**src/rtl/regfile_wb_if.sv**
```systemverilog
// Write-back / register-read bus between control/datapath and the register file.
interface regfile_wb_if #(
    parameter int unsigned DATA_W = 32,
    parameter int unsigned ADDR_W = 5,
    parameter int unsigned CNT_W  = 32
);
    logic              regwrite;
    logic              jal;
    logic              memtoreg;
    logic [ADDR_W-1:0] wr_addr;
    logic [DATA_W-1:0] wr_data;
    logic [ADDR_W-1:0] rd_addr1;
    logic [ADDR_W-1:0] rd_addr2;
    logic [DATA_W-1:0] rd_data1;
    logic [DATA_W-1:0] rd_data2;
    logic [ADDR_W-1:0] dbg_addr;
    logic [DATA_W-1:0] dbg_data;
    logic [CNT_W-1:0]  commit_cnt;
    logic [CNT_W-1:0]  load_cnt;

    // Driver side: pipeline control and decode.
    modport master (
        output regwrite, jal, memtoreg, wr_addr, wr_data,
        output rd_addr1, rd_addr2, dbg_addr,
        input  rd_data1, rd_data2, dbg_data, commit_cnt, load_cnt
    );

    // Register file side.
    modport slave (
        input  regwrite, jal, memtoreg, wr_addr, wr_data,
        input  rd_addr1, rd_addr2, dbg_addr,
        output rd_data1, rd_data2, dbg_data, commit_cnt, load_cnt
    );
endinterface

```
**src/rtl/regfile_wb.sv**
```systemverilog
// Write-back register file: 2**ADDR_W x DATA_W, r0 hardwired to zero, JAL link
// override, write-through read bypass, registered debug port, commit counters.
module regfile_wb #(
    parameter int unsigned DATA_W   = 32,
    parameter int unsigned ADDR_W   = 5,
    parameter int unsigned LINK_REG = 31,
    parameter int unsigned CNT_W    = 32
) (
    input  logic         clk,
    input  logic         reset,
    regfile_wb_if.slave  bus
);
    localparam int unsigned N_REGS = 2 ** ADDR_W;

    logic [DATA_W-1:0] r_regs [N_REGS];
    logic [DATA_W-1:0] r_dbg_data;
    logic [CNT_W-1:0]  r_commit_cnt;
    logic [CNT_W-1:0]  r_load_cnt;

    logic [ADDR_W-1:0] w_eff_addr;
    logic              w_commit;
    logic [DATA_W-1:0] w_rd_data1;
    logic [DATA_W-1:0] w_rd_data2;

    // Destination decode and commit qualification; r0 writes are dropped.
    always_comb begin
        w_eff_addr = bus.jal ? ADDR_W'(LINK_REG) : bus.wr_addr;
        w_commit   = bus.regwrite && !reset && (w_eff_addr != '0);
    end

    // Read ports: r0 reads zero, same-cycle commit is forwarded.
    always_comb begin
        w_rd_data1 = '0;
        w_rd_data2 = '0;
        if (bus.rd_addr1 != '0) begin
            if (w_commit && (bus.rd_addr1 == w_eff_addr)) w_rd_data1 = bus.wr_data;
            else                                           w_rd_data1 = r_regs[bus.rd_addr1];
        end
        if (bus.rd_addr2 != '0) begin
            if (w_commit && (bus.rd_addr2 == w_eff_addr)) w_rd_data2 = bus.wr_data;
            else                                           w_rd_data2 = r_regs[bus.rd_addr2];
        end
    end

    // Storage, debug snapshot (pre-write, no bypass) and commit counters.
    always_ff @(posedge clk) begin
        if (reset) begin
            for (int unsigned i = 0; i < N_REGS; i++) begin
                r_regs[i] <= '0;
            end
            r_dbg_data   <= '0;
            r_commit_cnt <= '0;
            r_load_cnt   <= '0;
        end else begin
            r_dbg_data <= (bus.dbg_addr == '0) ? '0 : r_regs[bus.dbg_addr];
            if (w_commit) begin
                r_regs[w_eff_addr] <= bus.wr_data;
                r_commit_cnt       <= r_commit_cnt + CNT_W'(1);
                if (bus.memtoreg) begin
                    r_load_cnt <= r_load_cnt + CNT_W'(1);
                end
            end
        end
    end

    assign bus.rd_data1   = w_rd_data1;
    assign bus.rd_data2   = w_rd_data2;
    assign bus.dbg_data   = r_dbg_data;
    assign bus.commit_cnt = r_commit_cnt;
    assign bus.load_cnt   = r_load_cnt;

    // jal together with memtoreg is an illegal control combination.
    a_no_jal_load: assert property (@(posedge clk) disable iff (reset)
        !(bus.regwrite && bus.jal && bus.memtoreg))
        else $error("regfile_wb: jal and memtoreg asserted together");

endmodule

```
**src/flat_wrapper.sv**
```systemverilog
// flat-port wrapper written by rule: the top's interface ports become plain ports
module regfile_wb_flat 
#(
    parameter int unsigned DATA_W   = 32,
    parameter int unsigned ADDR_W   = 5,
    parameter int unsigned LINK_REG = 31,
    parameter int unsigned CNT_W    = 32
)
  (clk, reset, bus_regwrite, bus_jal, bus_memtoreg, bus_wr_addr, bus_wr_data, bus_rd_addr1, bus_rd_addr2, bus_dbg_addr, bus_rd_data1, bus_rd_data2, bus_dbg_data, bus_commit_cnt, bus_load_cnt);
  regfile_wb_if #(.DATA_W(DATA_W), .ADDR_W(ADDR_W), .CNT_W(CNT_W)) bus_i ();
  input  logic clk;
  input  logic reset;
  input wire logic [$bits(bus_i.regwrite)-1:0] bus_regwrite;
  input wire logic [$bits(bus_i.jal)-1:0] bus_jal;
  input wire logic [$bits(bus_i.memtoreg)-1:0] bus_memtoreg;
  input wire logic [$bits(bus_i.wr_addr)-1:0] bus_wr_addr;
  input wire logic [$bits(bus_i.wr_data)-1:0] bus_wr_data;
  input wire logic [$bits(bus_i.rd_addr1)-1:0] bus_rd_addr1;
  input wire logic [$bits(bus_i.rd_addr2)-1:0] bus_rd_addr2;
  input wire logic [$bits(bus_i.dbg_addr)-1:0] bus_dbg_addr;
  output wire logic [$bits(bus_i.rd_data1)-1:0] bus_rd_data1;
  output wire logic [$bits(bus_i.rd_data2)-1:0] bus_rd_data2;
  output wire logic [$bits(bus_i.dbg_data)-1:0] bus_dbg_data;
  output wire logic [$bits(bus_i.commit_cnt)-1:0] bus_commit_cnt;
  output wire logic [$bits(bus_i.load_cnt)-1:0] bus_load_cnt;
  assign bus_i.regwrite = bus_regwrite;
  assign bus_i.jal = bus_jal;
  assign bus_i.memtoreg = bus_memtoreg;
  assign bus_i.wr_addr = bus_wr_addr;
  assign bus_i.wr_data = bus_wr_data;
  assign bus_i.rd_addr1 = bus_rd_addr1;
  assign bus_i.rd_addr2 = bus_rd_addr2;
  assign bus_i.dbg_addr = bus_dbg_addr;
  assign bus_rd_data1 = bus_i.rd_data1;
  assign bus_rd_data2 = bus_i.rd_data2;
  assign bus_dbg_data = bus_i.dbg_data;
  assign bus_commit_cnt = bus_i.commit_cnt;
  assign bus_load_cnt = bus_i.load_cnt;
  regfile_wb #(.DATA_W(DATA_W), .ADDR_W(ADDR_W), .LINK_REG(LINK_REG), .CNT_W(CNT_W)) u_core (.clk(clk), .reset(reset), .bus(bus_i));
endmodule
```
**config.mk**
```make
export PLATFORM = sky130hd
export DESIGN_NAME = regfile_wb_flat
export DESIGN_NICKNAME = d
export VERILOG_FILES = /design/src/rtl/regfile_wb_if.sv /design/src/rtl/regfile_wb.sv /design/src/flat_wrapper.sv
export SDC_FILE = /design/constraint.sdc
export NUM_CORES = 2
export LEC_CHECK = 0
export BUFFER_PORTS_ARGS = -buffer_cell sky130_fd_sc_hd__buf_2
export CAP_MARGIN = 5
export CELL_PAD_IN_SITES_DETAIL_PLACEMENT = 1
export CELL_PAD_IN_SITES_GLOBAL_PLACEMENT = 1
export CORE_MARGIN = 5
export CORE_UTILIZATION = 50
export CTS_BUF_LIST = sky130_fd_sc_hd__clkbuf_4
export DETAILED_ROUTE_END_ITERATION = 8
export HOLD_SLACK_MARGIN = 0.12
export PLACE_DENSITY_LB_ADDON = 0.1
export SLEW_MARGIN = 20
export SYNTH_ARGS = -nofsm -noshare
export SYNTH_HDL_FRONTEND = slang
export SYNTH_SLANG_ARGS = --single-unit
```
**constraint.sdc**
```tcl
create_clock -name clk -period 5.22 [get_ports clk]
set_input_delay 1.044 -clock clk [delete_from_list [all_inputs] [get_ports clk]]
set_output_delay 1.044 -clock clk [all_outputs]
set_load 0.01 [all_outputs]
```
* After elaboration in Yosys (flattened, before gate mapping)
Memory sizes are Yosys's and may differ from the RTL's. A register that Yosys moved wholly into a read port is not among the register bits.
Index checks and enable logic that the tools add are counted.
** Operators by class
- Multiplexer cells :: 13
- Reductions and logical operators :: 12
- Equal/unequal tests :: 2
- Add/sub/neg operators :: 2
** Operators with widths (count)
- 32-bit two-way mux :: 5
- 32-bit by 1-bit adder with 32-bit output (second input constant) :: 2
- 32-bit OR reduction :: 1
- 5-bit nonzero test :: 3
- 5-bit == test :: 2
- 5-bit two-way mux :: 2
- 1-bit two-way mux :: 6
- 5-bit logical NOT :: 1
- 1-bit logical AND :: 4
- 2-bit AND reduction :: 1
- 2-bit OR reduction :: 1
- 1-bit logical NOT :: 1
** Word-level totals
- Memories kept :: 1
- Input bits :: 57
- Bits in writable memories :: 1024
- Word-level logic and storage cells :: 32
- Register bits after elaboration :: 64
** Memories
- u_core.r_regs :: depth 32, width 32, rd ports 3, clocked after memory_dff 1, wr ports 32, line regfile_wb.sv:15 : logic [DATA_W-1:0] r_regs [N_REGS];

* Logic depth before layout (Yosys ltp)
- Word-level depth :: 8
- Depth in mapped cells :: 11
- Depth with buffers taken out :: 7

* Worst setup path before layout
No wires, ideal clock.
- Path kind :: input port to output port
- Start point :: input bus_wr_addr[0]
- End point :: output bus_rd_data2[0]
- Slack :: 1.451 ns
- Required time :: 4.176 ns
- Cell stages on the path :: 8
- Arrival :: 2.725 ns
- Cells stage by stage :: buf_2 > or3_1 > o21ai_2 > nor2_1 > nand3_1 > buf_1 > nor2_1 > a211oi_1
** Between the ends
- Cells in the longest elaborated chain, start to end :: 6
** RTL lines
- start: declaration :: line flat_wrapper.sv:16 : input wire logic [$bits(bus_i.wr_addr)-1:0] bus_wr_addr;
- 5-bit two-way mux (*) :: line regfile_wb.sv:27 : w_eff_addr = bus.jal ? ADDR_W'(LINK_REG) : bus.wr_addr;
- 5-bit nonzero test :: line regfile_wb.sv:28 : w_commit = bus.regwrite && !reset && (w_eff_addr != '0);
- 1-bit logical AND :: line regfile_wb.sv:28
- 1-bit logical AND (*) :: line regfile_wb.sv:40 : if (w_commit && (bus.rd_addr2 == w_eff_addr)) w_rd_data2 = bus.wr_data;
- 32-bit two-way mux (*) :: line regfile_wb.sv:40
- 32-bit two-way mux (*) :: line regfile_wb.sv:39 : if (bus.rd_addr2 != '0) begin
- end: declaration :: line flat_wrapper.sv:22 : output wire logic [$bits(bus_i.rd_data2)-1:0] bus_rd_data2;
Every way passes the cells marked *; elsewhere a longest branch is shown, timed or not.

* Worst setup path in the final report
- Start point :: input reset
- End point :: output bus_rd_data1[15]
** Between the ends
- Cells in the longest elaborated chain, start to end :: 6
** RTL lines
- start: declaration :: line flat_wrapper.sv:12 : input logic reset;
- 1-bit logical NOT :: line regfile_wb.sv:28
- 1-bit logical AND (2 in series) :: line regfile_wb.sv:28
- 1-bit logical AND :: line regfile_wb.sv:36 : if (w_commit && (bus.rd_addr1 == w_eff_addr)) w_rd_data1 = bus.wr_data;
- 32-bit two-way mux :: line regfile_wb.sv:36
- 32-bit two-way mux :: line regfile_wb.sv:35 : if (bus.rd_addr1 != '0) begin
- end: declaration :: line flat_wrapper.sv:21 : output wire logic [$bits(bus_i.rd_data1)-1:0] bus_rd_data1;
Every way passes these cells.

==> flow_metrics.py <==
metrics = {
    "routing": {
        "routed_wirelength_um": 323000,
        "avgRoutedWirePerCell_um": 42.5,
        "via_count": 57100,
        "first_pass_iters": 9,
        "drtAntennaViolNets": 0,
        "route.detailed.drc": 1,
        "drt_iter0_drc": 10800,
        "via_per_inst": 7.52,
    },
    "timing": {
        "tns_ns": 0,
        "tightestPinTransition_ns": 1.27,
        "max_freq_mhz": 193,
        "finalCriticalPeriod_ns": 5.19,
        "slew_headroom_pct": 15.3,
        "setup_viol": 0,
        "rsz0062_at_grt": "no",
        "finalMaxSlewViolations": 0,
        "fin_crit_sh_pct": 99.4,
        "layout_setup_ws_ns": 0.0321,
        "clock_skew_ns": 0.0705,
        "hold_viol": 0,
    },
    "yosys": {
        "syn-cell-area_mm2": 0.0675,
        "synth_top_family_by_area": "multiplexers",
        "yosys_warnings": 0,
        "synthAdderAreaFrac_pct": 0.0371,
        "avgSynthCellArea_um2": 12.9,
        "ys_types": 70,
        "synth_compound_area_share_pct": 7.95,
        "yosys.area_share.xor_xnor_pct": 0.662,
        "postSynth.asyncResetShare_pct": 0,
        "synthSimpleGateAreaFrac_pct": 13.7,
        "synth_seq_area_share_pct": 48.4,
        "synth_ff_type": "edfxtp_1",
        "synth_edf_count": 1024,
        "synthCells": 5211,
        "synth_mux_area_share_pct": 25.7,
        "ys_seq_elements": 1120,
    },
    "worst_setup_path": {
        "endpoint": "bus_rd_data1[15]",
        "crit_start": "reset",
        "cpLargestDelayFamily": "buffers and inverters",
        "path_depth": 8,
        "cp_max_fo": 43,
        "cp-end-kind": "output port",
        "reg2reg_depth": 6,
        "crit_arrival_ns": 4.14,
        "critical_path.slowest_cell": "nor4_4",
        "reg2reg_to": "u_core.bus.commit_cnt[29]",
        "critPathMaxStageDelay_ns": 0.73,
        "worstPathCellList": "dlygate4sd3_1 > buf_6 > nor2b_2 > o21ai_2 > nor4_4 > buf_12 > a32o_1 > buf_2",
        "critical_path_class": "primary input to output port",
        "crit_required_ns": 4.18,
        "cp-start-kind": "primary input",
        "cp.buffers_inverters": 4,
        "regToRegSetupSlack_ns": 2.74,
        "r2r_start": "u_core.bus.commit_cnt[3]",
    },
    "place": {
        "dp_hpwl_um": 198000,
        "finalWeightedCongestion": 0.953,
        "dp_cells": 6964,
        "post-place-ws_ns": 0.251,
        "io_buffer_count": 216,
    },
    "global_route": {
        "grt-ovfl-total": 0,
        "grt_pass1_wl_um": 439000,
        "grt_max_degree": 83,
        "antenna_found_initial": 42,
        "track_usage_pct": 44.5,
        "grt_pass1_vias": 55800,
    },
    "power": {
        "intPower_uw": 16200,
        "p_sw_share_pct": 30.4,
        "p_leak_uw": 0.0278,
        "peakVddDrop_mv": 0.228,
        "clockPowerShare_pct": 37.3,
        "total_power_uw": 23300,
        "switching_power_uw": 7080,
        "combPwrFrac_pct": 17.0,
        "p_per_area_mw_per_mm2": 307,
        "p_seq_share_pct": 45.7,
    },
    "clock_network": {
        "cts_root_buf": "clkbuf_4",
        "cts_tree": "built",
        "cts_max_level": 5,
        "cts_resized": 0,
        "cts_buffers": 334,
        "clk_pin_slew_worst_paths_ns": 0.07,
        "worstSkewPairLatency_ns": 1.33,
        "cts.path.max_buffers": 4,
        "cts.sinks": 1120,
    },
    "floorplanning": {
        "start_util_pct": 50.4,
        "rows": 134,
        "die-area_mm2": 0.142,
        "die_x_um": 377,
        "io_pins": 217,
        "core-area_mm2": 0.134,
        "fp.dieH_um": 377,
    },
    "status": {
        "status": "finished with violations",
        "violations": "DRC",
    },
    "finish": {
        "nets": 5595,
        "drive_gt1_share_pct": 28.7,
        "area_growth_pct": 12.4,
        "final_cells": 7598,
        "filler_cell_count": 13400,
    },
    "run": {
        "drv_cap": 0,
    },
    "min_path": {
        "hold_path.class": "primary input to flop",
    },
}
registers in the layout, indices dropped and copies added (netlist names):
register / cells
u_core.r_regs: 1024
u_core.bus.commit_cnt: 32
u_core.bus.dbg_data: 32
u_core.bus.load_cnt: 32
cell usage in the layout, fill, tap and decap left out, types with 36 or more instances in the layout:
| master | count |
|---|---|
| edfxtp_1 | 1024 |
| and2_1 | 998 |
| mux2i_1 | 541 |
| mux4_2 | 496 |
| clkbuf_4 | 496 |
| buf_4 | 221 |
| buf_2 | 205 |
| nor2_1 | 186 |
| a21oi_1 | 128 |
| o22ai_1 | 123 |
| nand2_1 | 117 |
| a22oi_1 | 100 |
| o21ai_0 | 100 |
| dfxtp_1 | 96 |
| o221ai_1 | 77 |
| clkinv_1 | 65 |
| mux2_2 | 64 |
| nand3_1 | 63 |
| o31ai_1 | 61 |
| nor3_1 | 56 |
| diode_2 | 53 |
| buf_12 | 48 |
| nor4_1 | 37 |
| or2_2 | 36 |
| nor2_4 | 36 |
Yosys cell counts (20+ instances only):
cell / instances / area [um^2]
clkbuf_1: 338 / 1270
a32o_1: 31 / 310
nor4_1: 38 / 238
or2_2: 37 / 231
o22ai_1: 123 / 769
a211o_1: 24 / 210
o21ai_0: 100 / 500
buf_4: 36 / 270
and2_1: 999 / 6250
dfxtp_1: 96 / 1920
nor3_1: 58 / 290
a21oi_1: 128 / 641
mux2i_1: 541 / 5420
or3_1: 20 / 125
mux4_2: 496 / 11200
a22oi_1: 100 / 751
buf_2: 115 / 576
o31ai_1: 63 / 473
nand2_1: 118 / 443
o221ai_1: 77 / 674
nor2_1: 223 / 837
xor2_1: 32 / 280
a211oi_1: 21 / 158
buf_1: 26 / 97.6
mux2_2: 64 / 721
edfxtp_1: 1024 / 30700
nand3_1: 64 / 320
power by group through the flow:
stage | Combinational, uW | Sequential, uW | Clock (uW)
floorplan | 2160 | 10700 | 0
global placement | 3740 | 10800 | 0
detailed placement | 3780 | 10800 | 0
CTS | 3790 | 10600 | 8700
global route | 3970 | 10700 | 9190
finish | 3960 | 10700 | 8700
final cells by class:
| class | count | area (um^2) | share of cell area (%) |
|---|---|---|---|
| Multi-Input combinational cell | 3579 | 32800 | 43.3 |
| Sequential cell | 1120 | 32700 | 43.1 |
| Timing Repair Buffer | 487 | 3810 | 5.02 |
| Clock buffer | 496 | 3720 | 4.91 |
| Tap cell | 1768 | 2210 | 2.92 |
| Clock inverter | 81 | 417 | 0.549 |
| Antenna cell | 53 | 133 | 0.175 |
| Inverter | 14 | 52.6 | 0.0693 |
per-layer routing:
layer  share of wire, %  up-vias  track usage [%]  wire [um]
met5              0.050        -            0.371        160
li1                   -    21100                -          -
met1                 34    28900             56.3     109000
met2                 42     5724             63.4     136000
met3                 16     1425             16.9      50900
met4                8.2       12             30.5      26600
how the worst min path moves through the flow:
stage	depth (start not counted)	end	slack [ns]	startpoint
final	3	u_core.bus.dbg_data[7]	0.23	bus_dbg_addr[2]
after global routing	3	u_core.bus.dbg_data[7]	0.19	bus_dbg_addr[2]
after CTS	3	u_core.bus.dbg_data[7]	0.15	bus_dbg_addr[2]
after detailed placement	2	u_core.bus.load_cnt[29]	0.50	u_core.bus.load_cnt[29]
after global placement	2	u_core.bus.load_cnt[29]	0.48	u_core.bus.load_cnt[29]
after floorplan	2	u_core.bus.load_cnt[1]	0.51	u_core.bus.load_cnt[1]
per-stage QoR:
step                area, um^2  hold slack, ns  util [%]
CTS                      75700           0.145      56.6
floorplan                67600           0.508         -
finish                   75900           0.227      56.7
global route             75800           0.193      56.6
detailed placement       71500           0.496      53.5
global placement         71500           0.481      53.5
timing repair:
item	in CTS	in global routing
buffers inserted	0	0
hold endpoints to repair	34	0
endpoints found under the setup margin	0	0
hold buffers	3	0
cell families (layout without fill, tap and decap cells):
| group | after synthesis | after routing |
|---|---|---|
| multiplexers | 1101 | 1101 |
| AND/OR/NAND/NOR | 1626 | 1626 |
| other | 1 | 85 |
| AO/OA/AOI/OAI | 767 | 767 |
| buffers and inverters | 543 | 1078 |
| flip-flops | 1120 | 1120 |
| XOR/XNOR | 51 | 51 |
| adder cells (fa/ha/maj) | 2 | 2 |
tightest hold or removal path, stage by stage:
cell and delay (ns):
buf_4 0.22, a21oi_1 0.16, o31ai_1 0.08
Power figures use the tool's default switching activity.
